File: src/rtl/instr_mem_loader_if.sv
// instr_mem_loader_if: byte-stream input and instruction-memory write port of the loader
interface instr_mem_loader_if;
  logic [7:0] in_data;
  logic in_valid;
  logic in_ready;
  logic wr_en;
  logic [7:0] wr_addr;
  logic [31:0] wr_data;
  modport master(output in_data, in_valid, input in_ready, wr_en, wr_addr, wr_data);
  modport slave(input in_data, in_valid, output in_ready, wr_en, wr_addr, wr_data);
endinterface

File: src/rtl/instr_mem_loader.sv
// instr_mem_loader: loads a framed, XOR-checksummed byte stream into the 256x32 instruction memory
module instr_mem_loader #(
  parameter logic [7:0] BASE_ADDR = 8'd0,
  parameter int TIMEOUT_CYCLES = 1000000
) (
  input logic clk,
  input logic reset,
  input logic start,
  instr_mem_loader_if.slave bus,
  output logic busy,
  output logic cpu_hold,
  output logic done,
  output logic error,
  output logic [8:0] words_loaded
);
  localparam int TW = $clog2(TIMEOUT_CYCLES + 1);
  typedef enum logic [2:0] {S_IDLE, S_COUNT, S_DATA, S_WRITE, S_CHECK, S_DONE, S_ERR} state_t;
  state_t state_q, state_d;
  logic [31:0] wr_data_q, wr_data_d;
  logic [7:0] wr_addr_q, wr_addr_d;
  logic [8:0] words_q, words_d;
  logic [8:0] n_q, n_d;
  logic [7:0] chk_q, chk_d;
  logic [1:0] bidx_q, bidx_d;
  logic [TW-1:0] tmo_q, tmo_d, tmo_inc;
  logic done_q, done_d;
  logic error_q, error_d;
  logic xfer;
  assign bus.in_ready = state_q inside {S_COUNT, S_DATA, S_CHECK};
  assign bus.wr_en = state_q == S_WRITE;
  assign bus.wr_addr = wr_addr_q;
  assign bus.wr_data = wr_data_q;
  assign busy = state_q inside {S_COUNT, S_DATA, S_WRITE, S_CHECK};
  assign cpu_hold = busy;
  assign done = done_q;
  assign error = error_q;
  assign words_loaded = words_q;
  assign xfer = bus.in_valid & bus.in_ready;
  assign tmo_inc = tmo_q + TW'(1);
  always_comb begin
    state_d = state_q;
    wr_data_d = wr_data_q;
    wr_addr_d = wr_addr_q;
    words_d = words_q;
    n_d = n_q;
    chk_d = chk_q;
    bidx_d = bidx_q;
    tmo_d = tmo_q;
    done_d = done_q;
    error_d = error_q;
    case (state_q)
      S_COUNT: if (xfer) begin
        n_d = {bus.in_data == 8'd0, bus.in_data};
        state_d = S_DATA;
      end
      S_DATA: if (xfer) begin
        wr_data_d = {wr_data_q[23:0], bus.in_data};
        chk_d = chk_q ^ bus.in_data;
        bidx_d = bidx_q + 2'd1;
        state_d = bidx_q == 2'd3 ? S_WRITE : S_DATA;
      end
      S_WRITE: begin
        words_d = words_q + 9'd1;
        wr_addr_d = wr_addr_q + 8'd1;
        state_d = words_d == n_q ? S_CHECK : S_DATA;
      end
      S_CHECK: if (xfer) begin
        done_d = bus.in_data == chk_q;
        error_d = bus.in_data != chk_q;
        state_d = bus.in_data == chk_q ? S_DONE : S_ERR;
      end
      default: if (start) begin
        state_d = S_COUNT;
        done_d = 1'b0;
        error_d = 1'b0;
        words_d = '0;
        chk_d = '0;
        bidx_d = '0;
        tmo_d = '0;
        wr_addr_d = BASE_ADDR;
      end
    endcase
    if (bus.in_ready) begin
      tmo_d = xfer ? '0 : tmo_inc;
      if (!xfer && tmo_inc == TW'(TIMEOUT_CYCLES)) begin
        state_d = S_ERR;
        error_d = 1'b1;
      end
    end
  end
  always_ff @(posedge clk) begin
    if (reset) begin
      state_q <= S_IDLE;
      wr_data_q <= '0;
      wr_addr_q <= BASE_ADDR;
      words_q <= '0;
      n_q <= '0;
      chk_q <= '0;
      bidx_q <= '0;
      tmo_q <= '0;
      done_q <= 1'b0;
      error_q <= 1'b0;
    end else begin
      state_q <= state_d;
      wr_data_q <= wr_data_d;
      wr_addr_q <= wr_addr_d;
      words_q <= words_d;
      n_q <= n_d;
      chk_q <= chk_d;
      bidx_q <= bidx_d;
      tmo_q <= tmo_d;
      done_q <= done_d;
      error_q <= error_d;
    end
  end
endmodule

File: src/flat_wrapper.sv
// flat-port wrapper written by rule: the top's interface ports become plain ports
module instr_mem_loader_flat 
#(
  parameter logic [7:0] BASE_ADDR = 8'd0,
  parameter int TIMEOUT_CYCLES = 1000000
)
  (clk, reset, start, busy, cpu_hold, done, error, words_loaded, bus_in_data, bus_in_valid, bus_in_ready, bus_wr_en, bus_wr_addr, bus_wr_data);
  instr_mem_loader_if bus_i ();
  input logic clk;
  input logic reset;
  input logic start;
  output logic busy;
  output logic cpu_hold;
  output logic done;
  output logic error;
  output logic [8:0] words_loaded;
  input wire logic [$bits(bus_i.in_data)-1:0] bus_in_data;
  input wire logic [$bits(bus_i.in_valid)-1:0] bus_in_valid;
  output wire logic [$bits(bus_i.in_ready)-1:0] bus_in_ready;
  output wire logic [$bits(bus_i.wr_en)-1:0] bus_wr_en;
  output wire logic [$bits(bus_i.wr_addr)-1:0] bus_wr_addr;
  output wire logic [$bits(bus_i.wr_data)-1:0] bus_wr_data;
  assign bus_i.in_data = bus_in_data;
  assign bus_i.in_valid = bus_in_valid;
  assign bus_in_ready = bus_i.in_ready;
  assign bus_wr_en = bus_i.wr_en;
  assign bus_wr_addr = bus_i.wr_addr;
  assign bus_wr_data = bus_i.wr_data;
  instr_mem_loader #(.BASE_ADDR(BASE_ADDR), .TIMEOUT_CYCLES(TIMEOUT_CYCLES)) u_core (.clk(clk), .reset(reset), .start(start), .bus(bus_i), .busy(busy), .cpu_hold(cpu_hold), .done(done), .error(error), .words_loaded(words_loaded));
endmodule
File: config.mk
export PLATFORM = sky130hd
export DESIGN_NAME = instr_mem_loader_flat
export DESIGN_NICKNAME = d
export VERILOG_FILES = /design/src/rtl/instr_mem_loader_if.sv /design/src/rtl/instr_mem_loader.sv /design/src/flat_wrapper.sv
export SDC_FILE = /design/constraint.sdc
export NUM_CORES = 1
export LEC_CHECK = 0
export CAP_MARGIN = 0
export CORE_MARGIN = 3
export CORE_UTILIZATION = 40
export CTS_CLUSTER_SIZE = 40
export DETAILED_ROUTE_END_ITERATION = 8
export DONT_BUFFER_PORTS = 1
export PLACE_DENSITY = 0.5
export SLEW_MARGIN = 10
export SYNTH_ARGS = -nofsm -noshare
export SYNTH_HDL_FRONTEND = slang
export SYNTH_SLANG_ARGS = --single-unit
File: constraint.sdc
create_clock -name clk -period 2.54 [get_ports clk]
set_input_delay 0.508 -clock clk [delete_from_list [all_inputs] [get_ports clk]]
set_output_delay 0.508 -clock clk [all_outputs]
set_load 0.05 [all_outputs]
After elaboration in Yosys (flattened, before gate mapping)
Cells that the tools add are included.
W data, S select, Z words.
{"block": "totals", "output_inout_bits": 55, "register_bits": 93}
{"block": "op_classes", "n_reduce_logical": 19, "mux": 31, "eq_ne": 12, "bitwise": 5, "add_sub_neg": 4}
{"op": "$mux W20", "count": 4}
{"op": "$pmux W8 S2", "count": 2}
{"op": "$mux W3", "count": 7}
{"op": "$add A20 B1 Y20 const B", "count": 1}
{"op": "$eq A20 B20 Y1 const B", "count": 1}
{"op": "$pmux W9 S2", "count": 1}
{"op": "$mux W8", "count": 2}
{"op": "$pmux W3 S4", "count": 1}
{"op": "$add A9 B1 Y9 const B", "count": 1}
{"op": "$eq A9 B9 Y1", "count": 1}
{"op": "$mux W9", "count": 1}
{"op": "$reduce_or A3 Y1", "count": 3}
{"op": "$add A8 B1 Y8 const B", "count": 1}
{"op": "$eq A8 B8 Y1", "count": 1}
{"op": "$logic_not A8 Y1", "count": 1}
{"op": "$ne A8 B8 Y1", "count": 1}
{"op": "$reduce_and A2 Y1", "count": 4}
{"op": "$reduce_bool A2 Y1", "count": 4}
{"op": "$xor A8 B8 Y8", "count": 1}
{"op": "$mux W1", "count": 7}
{"op": "$eq A3 B2 Y1 const B", "count": 2}
{"op": "$mux W2", "count": 3}
{"op": "$ne A2 B1 Y1 const B", "count": 3}
{"op": "$reduce_and A3 Y1", "count": 2}
{"op": "other kinds (13)", "count": 16}

Depth between registers and ports, before layout
{"block": "depth", "depth_word": 7, "depth_mapped": 9}

Worst setup path after synthesis
Ideal clock, no wire load.
{"block": "synth_timing", "kind": "register -> output", "startpoint": "register u_core.state_q[1]", "endpoint": "output port cpu_hold", "required_time_ns": 2.032, "arrival_time_ns": 1.916, "n_path_buf": 2, "slack_ns": 0.116, "stages_incl_launch_ff": 5, "path_cell_list": "dfxtp_1 > clkbuf_8 > nor2_1 > xnor2_1 > buf_4"}
{"block": "synth_via", "elab_chain_cells": 2, "word_cells_on_any_way": 5}
{"element": "from (decl)", "line_no": "instr_mem_loader.sv:18", "text": "state_t state_q, state_d;"}
{"element": "from (signal assigned)", "line_no": "instr_mem_loader.sv:104", "text": "state_q <= state_d;"}
{"element": "$eq A3 B1 Y1 (tied with other cells)", "line_no": "instr_mem_loader.sv:33", "text": "assign busy = state_q inside {S_COUNT, S_DATA, S_WRITE, S_CHECK};"}
{"element": "$reduce_bool A4 Y1 (*)", "line_no": "instr_mem_loader.sv:33"}
{"element": "to (decl)", "line_no": "flat_wrapper.sv:13", "text": "output logic cpu_hold;"}
Mark *: on every way between the ends. The rest lies on a longest branch, timed or not.

Worst setup path after layout
{"block": "layout_timing", "startpoint": "register u_core.tmo_q[0]", "endpoint": "register u_core.state_q[0]"}
{"block": "layout_via", "elab_chain_cells": 5}
{"element": "from (decl)", "line_no": "instr_mem_loader.sv:25", "text": "logic [TW-1:0] tmo_q, tmo_d, tmo_inc;"}
{"element": "from (signal assigned)", "line_no": "instr_mem_loader.sv:111", "text": "tmo_q <= tmo_d;"}
{"element": "$add A20 B1 Y20", "line_no": "instr_mem_loader.sv:39", "text": "assign tmo_inc = tmo_q + TW'(1);"}
{"element": "$eq A20 B20 Y1", "line_no": "instr_mem_loader.sv:85", "text": "if (!xfer && tmo_inc == TW'(TIMEOUT_CYCLES)) begin"}
{"element": "$logic_and A1 B1 Y1", "line_no": "instr_mem_loader.sv:85"}
{"element": "$mux W3", "line_no": "instr_mem_loader.sv:85"}
{"element": "$mux W3", "line_no": "instr_mem_loader.sv:83", "text": "if (bus.in_ready) begin"}
Every way passes these cells.
A chain may end at the register's enable or synchronous reset.

==> metrics.txt <==
status completed; synthesized area 0.00452 mm^2; DRC viols 0; met1 Use GR 23.5%; area delta synth->final 10.5%; footprint of the multi-input gates 0.00243 mm^2; io pins 67; CP Max Fanout 6; Period Utilization, post-route 93.4%; via count 4,006; WP data required 2780 ps; Wirelength per Cell 15.5 um; final WL 11,100 um; fillers 1,105; Ys Warns 0; clock sink count 93; die area 0.0126 mm^2; met2 Use GR 29.1%; vias in the first global route 3,800; initial core utilization 41.3%; maxcap violations 0; total gr overflow 0; Hold Crit Class primary input to register; WS Path Type register to register; Reg area 0.00186 mm^2; Row Count 38; sequential area share after synthesis 41.2%; clk_lat worst skew 350 ps; Via density 5.56; TritonCTS buffer count 9; slew at the pin closest to its max-slew limit 652 ps; number of inserted diodes 0; GP Congestion 0.861; CTS clk-pin slew, worst paths 70 ps; RSZ-0062 raised after global routing no; Hold Fails Final Rpt 0; initial antenna violation count 0; antenna viol nets, final 0; final slew viol count 0; fin crit period 2370 ps; VDD IR max 374 uV; Layout Nets 592; Synth top area share 41.2%; global route hottest layer met2; Power per Cell Area 657 mW/mm^2; syn_area_per_cell 7.78 um^2; relative slew slack 56.5%; number of synthesized flops with an enable pin 0; GRT met3 Usage 4.91%; root buf cell clkbuf_16; library cells used by synthesis 57; placed instance area 0.00467 mm^2; Synth area leaders dfxtp_1, nand2_1, a21oi_1; Synth Register Bits 93; HPWL Detailed 7640 um; syn nets 597; GRT Overall Usage 18.2%; Arrival @ worst endpoint 2620 ps; ys async rst share 0%; CTS Buffer Depth 2; largest area contributor in the netlist dfxtp_1; startpoint types register; final instance area 0.00499 mm^2; Initial DRT Pass Iterations 4; Post-Synthesis Cells 581; fraction of layout cells with a size suffix above 1 10.8%; CTS tree yes; input/output buffers 0; setup TNS 0 ps; first-pass GRT wire length 19,000 um; Worst setup EP type register; Die W 112 um; Max Fclk 0.422 GHz; setup violators final 0; Die Span Y 112 um; largest net degree at the start of global routing 88; H-tree levels 3; Clock Skew 5.87 ps; Most used DFF post-synth dfxtp_1; DRT iter0 DRCs 275; leakage 1.69 nW; core area 0.0109 mm^2
metrics by stage:
stage	std cells	worst slack, ps	hold WS [ps]	utilization, %	power (mW)
floorplan	581	116	448	-	1.85
global placement	705	177	453	42.7	1.91
detailed placement	705	76.9	459	42.7	1.92
CTS	721	76.6	217	45.5	3.33
global route	721	72.9	209	45.7	3.44
finish	721	168	227	45.7	3.28
registers in the layout (all words and copies together), names as in the netlist:
name / flops
u_core.bidx_q: 2
u_core.bus.wr_addr: 8
u_core.bus.wr_data: 32
u_core.chk_q: 8
u_core.done: 1
u_core.error: 1
u_core.n_q: 9
u_core.state_q: 3
u_core.tmo_q: 20
u_core.words_loaded: 9
routing by layer:
metal,vias up,share of wire (%)
li1,2017,-
met1,1874,46
met2,101,46
met3,14,6.8
met4,0,1.4
met5,-,0
logic make-up after synthesis:
group	share of synthesized area (%)
flops	41.2
compound gates	19.5
fa+ha+maj	1.11
xor+xnor	6.97
simple gates	25.5
buf+inv	5.45
mux	0.249
layout make-up:
| class | instances | area share [%] |
|---|---|---|
| Multi-Input combinational cell | 440 | 48.7 |
| Sequential cell | 93 | 37.3 |
| Clock buffer | 10 | 4.59 |
| Timing Repair Buffer | 26 | 3.91 |
| Tap cell | 140 | 3.51 |
| Clock inverter | 6 | 1.55 |
| Inverter | 6 | 0.451 |
cells in the mapped netlist, drive strengths merged (2+ instances only):
library cell / instances
nand3: 15
nand2: 105
ha: 4
a21o: 3
a311oi: 3
nor3: 8
or4: 3
o22ai: 2
a41oi: 4
or3: 2
xor2: 13
a21oi: 76
nand2b: 2
dfxtp: 93
a211oi: 7
o221ai: 2
a21boi: 2
and4: 4
and3: 10
a31oi: 4
clkbuf: 36
nand3b: 6
nand4: 11
xnor2: 23
a22oi: 5
o21ai: 30
nor4: 10
inv: 6
buf: 6
nor2: 69
path summary, 6_finish.rpt:
| kind | startpoint | end | slack [ps] | cells after the start |
|---|---|---|---|---|
| min | reset | u_core.bus.wr_addr[0] | 230 | 1 |
| max | u_core.tmo_q[0] | u_core.state_q[0] | 170 | 6 |
| max reg2reg | u_core.tmo_q[0] | u_core.state_q[0] | 170 | 6 |
| min reg2reg | u_core.n_q[0] | u_core.n_q[0] | 460 | 2 |
report_power, final:
group / internal (mW) / switching (mW)
clock network: 0.785 / 0.616
registers: 1.48 / 0.0418
logic: 0.123 / 0.237
what timing repair did:
action / 4_1_cts / 5_1_grt
setup endpoints to repair: 0 / 4
hold buffers: 0 / 0
buffers inserted: 0 / 0
gates resized for setup: 0 / 3
worst max-delay path, stage by stage, from the launching register on:
cell     delay (ps)
dfxtp_1         380
ha_1            250
nand3_2         190
or3_1           390
o32a_2          340
or4_4           530
and2_2          190
layout by cell type, fill, tap and decap left out, drive strengths merged, types with 2 or more instances in the layout:
cell type	instances
nor3	8
a211oi	7
nand3b	6
a31oi	4
nor4	10
ha	4
nand3	15
and3	10
inv	10
a22oi	5
o21ai	30
o221ai	2
a21boi	2
xor2	13
and4	4
a21oi	76
a311oi	3
xnor2	23
clkbuf	10
a21o	3
a41oi	4
buf	26
or4	3
o22ai	2
nand4	11
nor2	69
dfxtp	93
nand2	105
nand2b	2
or3	2
Power figures use the tool's default switching activity.
